`src/rtl/currctrl_bridge_pkg.sv`:
```
// Shared constants, FSM state type and byte-lane helpers for the current-control bus bridge
// responder.
package currctrl_bridge_pkg;

  // Register byte addresses
  localparam logic [6:0] ADDR_ID         = 7'h00;
  localparam logic [6:0] ADDR_CTRL       = 7'h04;
  localparam logic [6:0] ADDR_IRQ_STATUS = 7'h08;
  localparam logic [6:0] ADDR_IRQ_MASK   = 7'h0C;
  localparam logic [6:0] ADDR_STATUS     = 7'h10;
  localparam logic [6:0] ADDR_EVT_COUNT  = 7'h14;
  localparam logic [6:0] ADDR_RSVD0      = 7'h18;
  localparam logic [6:0] ADDR_RSVD1      = 7'h1C;
  localparam logic [6:0] PARAM_BASE      = 7'h20;

  // Word indices (byte address / 4)
  localparam logic [4:0] WIDX_ID         = ADDR_ID[6:2];
  localparam logic [4:0] WIDX_CTRL       = ADDR_CTRL[6:2];
  localparam logic [4:0] WIDX_IRQ_STATUS = ADDR_IRQ_STATUS[6:2];
  localparam logic [4:0] WIDX_IRQ_MASK   = ADDR_IRQ_MASK[6:2];
  localparam logic [4:0] WIDX_STATUS     = ADDR_STATUS[6:2];
  localparam logic [4:0] WIDX_EVT_COUNT  = ADDR_EVT_COUNT[6:2];
  localparam logic [4:0] WIDX_PARAM_BASE = PARAM_BASE[6:2];

  localparam int unsigned N_PARAM     = 24;
  localparam logic [4:0]  N_PARAM_IDX = 5'd24;

  typedef enum logic [1:0] {
    StIdle,
    StAccess,
    StAck,
    StRelease
  } bridge_state_e;

  // Expand a 4-bit byte enable into a 32-bit bit mask.
  function automatic logic [31:0] be_mask(input logic [3:0] be);
    logic [31:0] m;
    m = '0;
    for (int i = 0; i < 4; i++) begin
      if (be[i]) m[8*i +: 8] = 8'hFF;
    end
    return m;
  endfunction

  // Replace only the enabled byte lanes of old_val with new_val.
  function automatic logic [31:0] be_merge(input logic [31:0] old_val,
                                           input logic [31:0] new_val,
                                           input logic [3:0]  be);
    logic [31:0] m;
    m = be_mask(be);
    return (old_val & ~m) | (new_val & m);
  endfunction

endpackage

```
`src/rtl/currctrl_param_file.sv`:
```
// 24 x 32 parameter storage: byte-enabled write port, combinational bus read port and a
// registered read port for the coil-driver logic.
module currctrl_param_file
  import currctrl_bridge_pkg::*;
(
  input  logic        clk,
  input  logic        reset,
  input  logic        wr_en,
  input  logic [4:0]  wr_idx,
  input  logic [3:0]  wr_be,
  input  logic [31:0] wr_data,
  input  logic [4:0]  bus_idx,
  output logic [31:0] bus_rdata,
  input  logic [4:0]  rd_idx,
  output logic [31:0] rd_data
);

  logic [31:0] mem_q [N_PARAM];

  // Storage update; reset clears every entry, writes merge enabled byte lanes.
  always_ff @(posedge clk) begin
    if (reset) begin
      for (int unsigned i = 0; i < N_PARAM; i++) begin
        mem_q[i] <= '0;
      end
    end else if (wr_en && (wr_idx < N_PARAM_IDX)) begin
      mem_q[wr_idx] <= be_merge(mem_q[wr_idx], wr_data, wr_be);
    end
  end

  // Internal read port; samples pre-write contents so a colliding write returns old data.
  always_ff @(posedge clk) begin
    if (reset) begin
      rd_data <= '0;
    end else if (rd_idx < N_PARAM_IDX) begin
      rd_data <= mem_q[rd_idx];
    end else begin
      rd_data <= '0;
    end
  end

  // Bus-side read, consumed by the responder FSM when it loads read_data.
  always_comb begin
    bus_rdata = '0;
    if (bus_idx < N_PARAM_IDX) bus_rdata = mem_q[bus_idx];
  end

endmodule

```
`src/rtl/currctrl_bridge_responder.sv`:
```
// Responder end of the current-control bus bridge: four-phase handshake FSM, control and
// interrupt registers, event counter and the parameter file.
module currctrl_bridge_responder
  import currctrl_bridge_pkg::*;
#(
  parameter logic [31:0] ID_VALUE = 32'h4344_0008,
  parameter int unsigned N_IRQ    = 8
) (
  input  logic             clk_clk,
  input  logic             reset_reset,
  input  logic             bus_enable,
  input  logic             rw,
  input  logic [6:0]       address,
  input  logic [3:0]       byte_enable,
  input  logic [31:0]      write_data,
  output logic             acknowledge,
  output logic [31:0]      read_data,
  output logic             irq,
  input  logic [N_IRQ-1:0] irq_src,
  input  logic [31:0]      status_in,
  output logic [31:0]      ctrl_out,
  input  logic [4:0]       param_rd_addr,
  output logic [31:0]      param_rd_data
);

  bridge_state_e state_q;
  logic          ack_q;
  logic [4:0]    widx_q;
  logic          rw_q;
  logic [3:0]    be_q;
  logic [31:0]   wdata_q;

  logic [31:0]      ctrl_q;
  logic [N_IRQ-1:0] irq_status_q, irq_status_d;
  logic [N_IRQ-1:0] irq_mask_q;
  logic [N_IRQ-1:0] irq_clr;
  logic [15:0]      evt_count_q;
  logic             irq_q;

  logic        commit_wr;
  logic        is_param;
  logic [4:0]  param_idx;
  logic [31:0] param_bus_rdata;
  logic [31:0] rd_mux;
  logic [31:0] clr_full;
  logic        wr_ctrl, wr_irq_status, wr_irq_mask, wr_evt_count;

  // Byte-offset bits carry no meaning on a word-wide register space.
  logic unused_addr_lsb;
  assign unused_addr_lsb = ^address[1:0];

  // Writes commit on the edge that ends ACCESS.
  assign commit_wr = (state_q == StAccess) && !rw_q;
  assign is_param  = (widx_q >= WIDX_PARAM_BASE);
  assign param_idx = widx_q - WIDX_PARAM_BASE;

  // Register write decode for the latched word index.
  always_comb begin
    wr_ctrl       = 1'b0;
    wr_irq_status = 1'b0;
    wr_irq_mask   = 1'b0;
    wr_evt_count  = 1'b0;
    if (commit_wr && !is_param) begin
      case (widx_q)
        WIDX_CTRL:       wr_ctrl       = 1'b1;
        WIDX_IRQ_STATUS: wr_irq_status = 1'b1;
        WIDX_IRQ_MASK:   wr_irq_mask   = 1'b1;
        WIDX_EVT_COUNT:  wr_evt_count  = 1'b1;
        default: ;
      endcase
    end
  end

  // Read multiplexer over the whole register map; reserved words read as zero.
  always_comb begin
    rd_mux = '0;
    if (is_param) begin
      rd_mux = param_bus_rdata;
    end else begin
      case (widx_q)
        WIDX_ID:         rd_mux = ID_VALUE;
        WIDX_CTRL:       rd_mux = ctrl_q;
        WIDX_IRQ_STATUS: rd_mux[N_IRQ-1:0] = irq_status_q;
        WIDX_IRQ_MASK:   rd_mux[N_IRQ-1:0] = irq_mask_q;
        WIDX_STATUS:     rd_mux = status_in;
        WIDX_EVT_COUNT:  rd_mux[15:0] = evt_count_q;
        default:         rd_mux = '0;
      endcase
    end
  end

  // Sticky status: W1C clear applied first so a same-cycle event wins.
  always_comb begin
    clr_full     = wdata_q & be_mask(be_q);
    irq_clr      = wr_irq_status ? clr_full[N_IRQ-1:0] : '0;
    irq_status_d = (irq_status_q & ~irq_clr) | irq_src;
  end

  // Handshake FSM with latched request and registered acknowledge/read_data.
  always_ff @(posedge clk_clk) begin
    if (reset_reset) begin
      state_q   <= StIdle;
      ack_q     <= 1'b0;
      read_data <= '0;
      widx_q    <= '0;
      rw_q      <= 1'b0;
      be_q      <= '0;
      wdata_q   <= '0;
    end else begin
      case (state_q)
        StIdle: begin
          ack_q <= 1'b0;
          if (bus_enable) begin
            widx_q  <= address[6:2];
            rw_q    <= rw;
            be_q    <= byte_enable;
            wdata_q <= write_data;
            state_q <= StAccess;
          end
        end
        StAccess: begin
          ack_q <= 1'b1;
          if (rw_q) read_data <= rd_mux;
          state_q <= StAck;
        end
        StAck: begin
          ack_q   <= 1'b0;
          state_q <= StRelease;
        end
        StRelease: begin
          ack_q <= 1'b0;
          // Wait for the initiator to drop its strobe so a held request is not re-taken.
          if (!bus_enable) state_q <= StIdle;
        end
        default: begin
          ack_q   <= 1'b0;
          state_q <= StIdle;
        end
      endcase
    end
  end

  // Reset asserted during the ACK cycle suppresses the pulse in that same cycle.
  assign acknowledge = ack_q & ~reset_reset;

  // Control and interrupt registers plus the saturating event counter.
  always_ff @(posedge clk_clk) begin
    if (reset_reset) begin
      ctrl_q       <= '0;
      irq_status_q <= '0;
      irq_mask_q   <= '0;
      evt_count_q  <= '0;
      irq_q        <= 1'b0;
    end else begin
      if (wr_ctrl) ctrl_q <= be_merge(ctrl_q, wdata_q, be_q);
      if (wr_irq_mask) irq_mask_q <= wdata_q[N_IRQ-1:0];
      irq_status_q <= irq_status_d;
      if (wr_evt_count) begin
        evt_count_q <= '0;
      end else if ((|irq_src) && (evt_count_q != 16'hFFFF)) begin
        evt_count_q <= evt_count_q + 16'd1;
      end
      irq_q <= |(irq_status_q & irq_mask_q);
    end
  end

  assign ctrl_out = ctrl_q;
  assign irq      = irq_q;

  currctrl_param_file u_param_file (
    .clk       (clk_clk),
    .reset     (reset_reset),
    .wr_en     (commit_wr && is_param),
    .wr_idx    (param_idx),
    .wr_be     (be_q),
    .wr_data   (wdata_q),
    .bus_idx   (param_idx),
    .bus_rdata (param_bus_rdata),
    .rd_idx    (param_rd_addr),
    .rd_data   (param_rd_data)
  );

endmodule

```
`config.mk`:
```
export PLATFORM = sky130hd
export DESIGN_NAME = currctrl_bridge_responder
export DESIGN_NICKNAME = d
export VERILOG_FILES = /design/src/rtl/currctrl_bridge_pkg.sv /design/src/rtl/currctrl_param_file.sv /design/src/rtl/currctrl_bridge_responder.sv
export SDC_FILE = /design/constraint.sdc
export NUM_CORES = 2
export LEC_CHECK = 0
export CORE_MARGIN = 3
export CORE_UTILIZATION = 62
export CTS_CLUSTER_SIZE = 10
export DETAILED_ROUTE_END_ITERATION = 10
export PLACE_DENSITY = 0.81
export SLEW_MARGIN = 30
export SYNTH_ARGS = -nofsm -noshare
export SYNTH_HDL_FRONTEND = slang
export SYNTH_SLANG_ARGS = --single-unit
```
`constraint.sdc`:
```
create_clock -name clk_clk -period 4.7 [get_ports clk_clk]
set_clock_uncertainty 0.2 [all_clocks]
set_input_delay 1.175 -clock clk_clk [delete_from_list [all_inputs] [get_ports clk_clk]]
set_output_delay 1.175 -clock clk_clk [all_outputs]
set_load 0.1 [all_outputs]
```
==> flow_summary_export.csv <==
group,metric,value,unit
clocking,cts_tree,"yes",
floorplanning,row_count,110,
timing,fin_setup_tns,0,ns
power,peakVddDrop,526,uV
setup_path,worst_r2r_startpoint,"widx_q[3]",
setup_path,critPathLaunch,"widx_q[3]",
clocking,postCtsSetupRepairBufs,0,
global_route,grt_overflow,0,
floorplanning,dieArea,95300,um^2
placement,place.gp.congestion,0.948,
floorplanning,die_y,309,um
power,finalPower,34100,uW
yosys,yosys.area_share.simple,0.0946,
run_status,status,"finished, violations left",
yosys,synth_ff_type,"edfxtp_1",
floorplanning,core_region_area,90400,um^2
setup_path,crit_path_start_kind,"flip-flop",
setup_path,crit_buf_inv,3,
placement,place_hpwl,117000,um
floorplanning,die_x,309,um
drt,top_layer_used,"met5",
global_route,grt_antenna_before_repair,11,
yosys,synth_adder_area_share,0.00264,
yosys,postSynthAreaPerCell,13.1,um^2
timing,worst_pin_slew,1.03,ns
setup_path,critPathCaptureType,"flip-flop",
clocking,clk_pin_slew,0.06,ns
yosys,synth_top_family_by_area,"multiplexers",
global_route,grt_usage,0.393,
floorplanning,initial_core_util,0.628,
yosys,netlist_area,56800,um^2
setup_path,crit_type,"flip-flop to flip-flop",
timing,finalHoldViolCount,0,
power,power_density,525,nW/um^2
setup_path,cp_slowest_cell,"o21a_1",
yosys,synth_xor_area_frac,0.00200,
layout,drive_gt1_frac,0.143,
drt,drc_errors,2,
layout,fin_area,65000,um^2
timing,rsz0062_at_grt,"false",
clocking,cts_resized,0,
timing,max_freq,224,MHz
setup_path,critPathMaxStageDelay,0.81,ns
clocking,numCtsBuffers,139,
clocking,worstSkewPairLatency,0.78,ns
job,cap_violations,0,
drt,drt_iter0_drc,6990,
timing,setup-violations-final,0,
yosys,synth_top_area_share,0.541,
yosys,synth_edf_count,1024,
power,p_leak,0.0232,uW
clocking,cts_hold_buf,0,
setup_path,required,4.91,ns
drt,drt_wl_total,188000,um
hold_path,whs_endpoint,"wdata_q[19]",
yosys,ys_ff_latch,1198,
setup_path,r2r_slack,0.23,ns
setup_path,rr_endpoint,"u_param_file.mem_q[28][16]",
global_route,grt_first_pass_wirelength,269000,um
setup_path,path_depth,9,
timing,fin_crit,4.47,ns
drt,viasPerCell,7.04,
setup_path,cpMostUsedCell,"inv_1",
clocking,root_buffer,"clkbuf_16",
placement,dp.cells,5758,
layout,syn_to_final_growth,14.3,%
drt,wl_per_cell,31.4,um
setup_path,crit_chain,"inv_1 > ha_1 > buf_4 > nor2b_2 > a22oi_1 > a21oi_1 > or3_1 > o21a_1 > inv_1",
yosys,async_reset_ff_frac,0,
yosys,synth_warnings,0,
setup_path,cp_top_family,"compound AO/OA/AOI/OAI gates",
yosys,syn_inst,4351,
setup_path,cp_max_fo,25,
drt,wl_met2,81700,um
setup_path,r2r.worst_path.cells,9,
layout,nets,4827,
run_status,violations,"design-rule violations",
yosys,ys_seq_area_frac,0.602,
clocking,cts.path.max_buffers,3,
drt,dr_wl_met3,31400,um
yosys,synthMuxAreaShare,0.177,
setup_path,worstPathArrival,4.67,ns
yosys,synth_top_cell_by_area,"edfxtp_1",
clocking,cts.sinks,1198,
drt,drt_pass1_iterations,11,
yosys,synth_area_leaders,"edfxtp_1 (54%), mux4_2 (9.0%), mux2i_1 (8.4%), dfxtp_1 (6.1%), nor2_1 (5.7%)",
layout,fin_cells,5990,
drt,postRouteAntennaNets,0,
placement,placed_area,60900,um^2
timing,slew_violations,0,
global_route,grt_max_degree,107,
timing,finalCritPeriodShare,0.951,
hold_path,hp-class,"flip-flop to flip-flop",
drt,wl_met1,59100,um
yosys,yosysUniqueCellTypes,71,
hold_path,min_from,"wdata_q[19]",
yosys,synth_compound_area_frac,0.0818,
floorplanning,io-pin-count,190,
hold_path,hold_depth,2,
timing,slew_headroom,0.295,
drt,via_count,42200,
global_route,first_global_vias,41500,
placement,portBuffers,187,
clocking,htree_levels,4,
cells in the mapped netlist, drive strengths merged, types with 3 or more instances:
cell type and instances:
a2111oi 9, a211o 9, a211oi 13, a21oi 207, a221oi 5, a222oi 6, a22o 40, a22oi 261
and2 15, and3 5, and4b 3, buf 193, clkbuf 201, dfxtp 174, edfxtp 1024, ha 12
inv 56, mux2 13, mux2i 478, mux4 227, nand2 187, nand2b 29, nand3 55, nand4 22
nor2 868, nor2b 11, nor3 29, nor3b 10, nor4 7, o211ai 3, o21a 23, o21ai 43
o221a 15, o22ai 29, o31a 7, or3 24, or3b 4, xnor2 6, xor2 7
how the worst max path moves through the flow:
stage | endpoint | slack, ns
detailed placement | u_param_file.mem_q[26][19] | 0.48
finish | u_param_file.mem_q[28][16] | 0.23
floorplan | acknowledge | 0.29
global route | u_param_file.mem_q[24][16] | 0.18
global placement | u_param_file.mem_q[24][31] | 0.38
CTS | u_param_file.mem_q[26][16] | 0.43
power breakdown:
group	switching (uW)	internal [uW]	leakage (uW)
Combinational	7140	2620	0.00934
Sequential	701	13700	0.0119
Clock	4170	5770	0.00195
Total	12000	22100	0.0232
sequential cells by signal, summed over array words and instances (netlist names), named ones only:
signal	flops
rw_q	1
widx_q	5
read_data	32
evt_count_q	16
irq	1
state_q	2
be_q	4
u_param_file.mem_q	1024
u_param_file.rd_data	32
irq_status_q	8
irq_mask_q	8
wdata_q	32
ack_q	1
layout by cell type, fill, tap and decap left out, types with 16 or more instances in the layout:
cell / n
conb_1: 256
buf_2: 16
or3_1: 24
clkdlybuf4s50_1: 167
mux2i_1: 477
inv_1: 55
buf_12: 24
nand4_1: 22
nand2b_2: 24
a22o_1: 40
mux4_2: 227
a21oi_1: 207
nor2_1: 864
o21ai_0: 43
clkbuf_16: 147
dfxtp_1: 170
clkbuf_1: 71
nand3_1: 54
o21a_1: 22
nand2_1: 183
edfxtp_1: 1024
a22oi_1: 260
o22ai_1: 29
buf_4: 160
nor3_1: 26
kinds of logic after synthesis:
group           Yosys count
buf+inv                 450
xor+xnor                 13
other cells               1
mux                     718
simple gates           1280
compound gates          679
fa+ha+maj                12
flops                  1198
layer usage:
layer,track usage,up-vias
li1,-,16900
met1,0.489,20200
met2,0.572,4121
met3,0.148,995
met4,0.272,8
met5,0.000495,-
stage by stage:
| stage | worst slack [ns] | hold WS, ns | utilization |
|---|---|---|---|
| 3_5_place_dp | 0.483 | 0.261 | 0.674 |
| 2_1_floorplan | 0.288 | 0.250 | - |
| 6_report | 0.232 | 0.279 | 0.719 |
| 3_3_place_gp | 0.376 | 0.261 | 0.674 |
| 5_1_grt | 0.175 | 0.292 | 0.719 |
| 4_1_cts | 0.427 | 0.269 | 0.719 |
layout make-up:
cell class | count | area (um^2)
diodes | 3 | 7.51
inverters | 56 | 210
clock buffers | 221 | 3990
clock inverters | 8 | 80.1
flip-flops and latches | 1198 | 34200
multi-input cells | 2958 | 21500
repair buffers | 370 | 3470
fillers | 5691 | 25400
well taps | 1176 | 1470
tightest hold or removal path, stage by stage (launching register included):
cell,delay [ns]
dfxtp_1,0.32
nand2_1,0.06
a21oi_1,0.05
No activity file was read; power rests on OpenSTA's default activity.
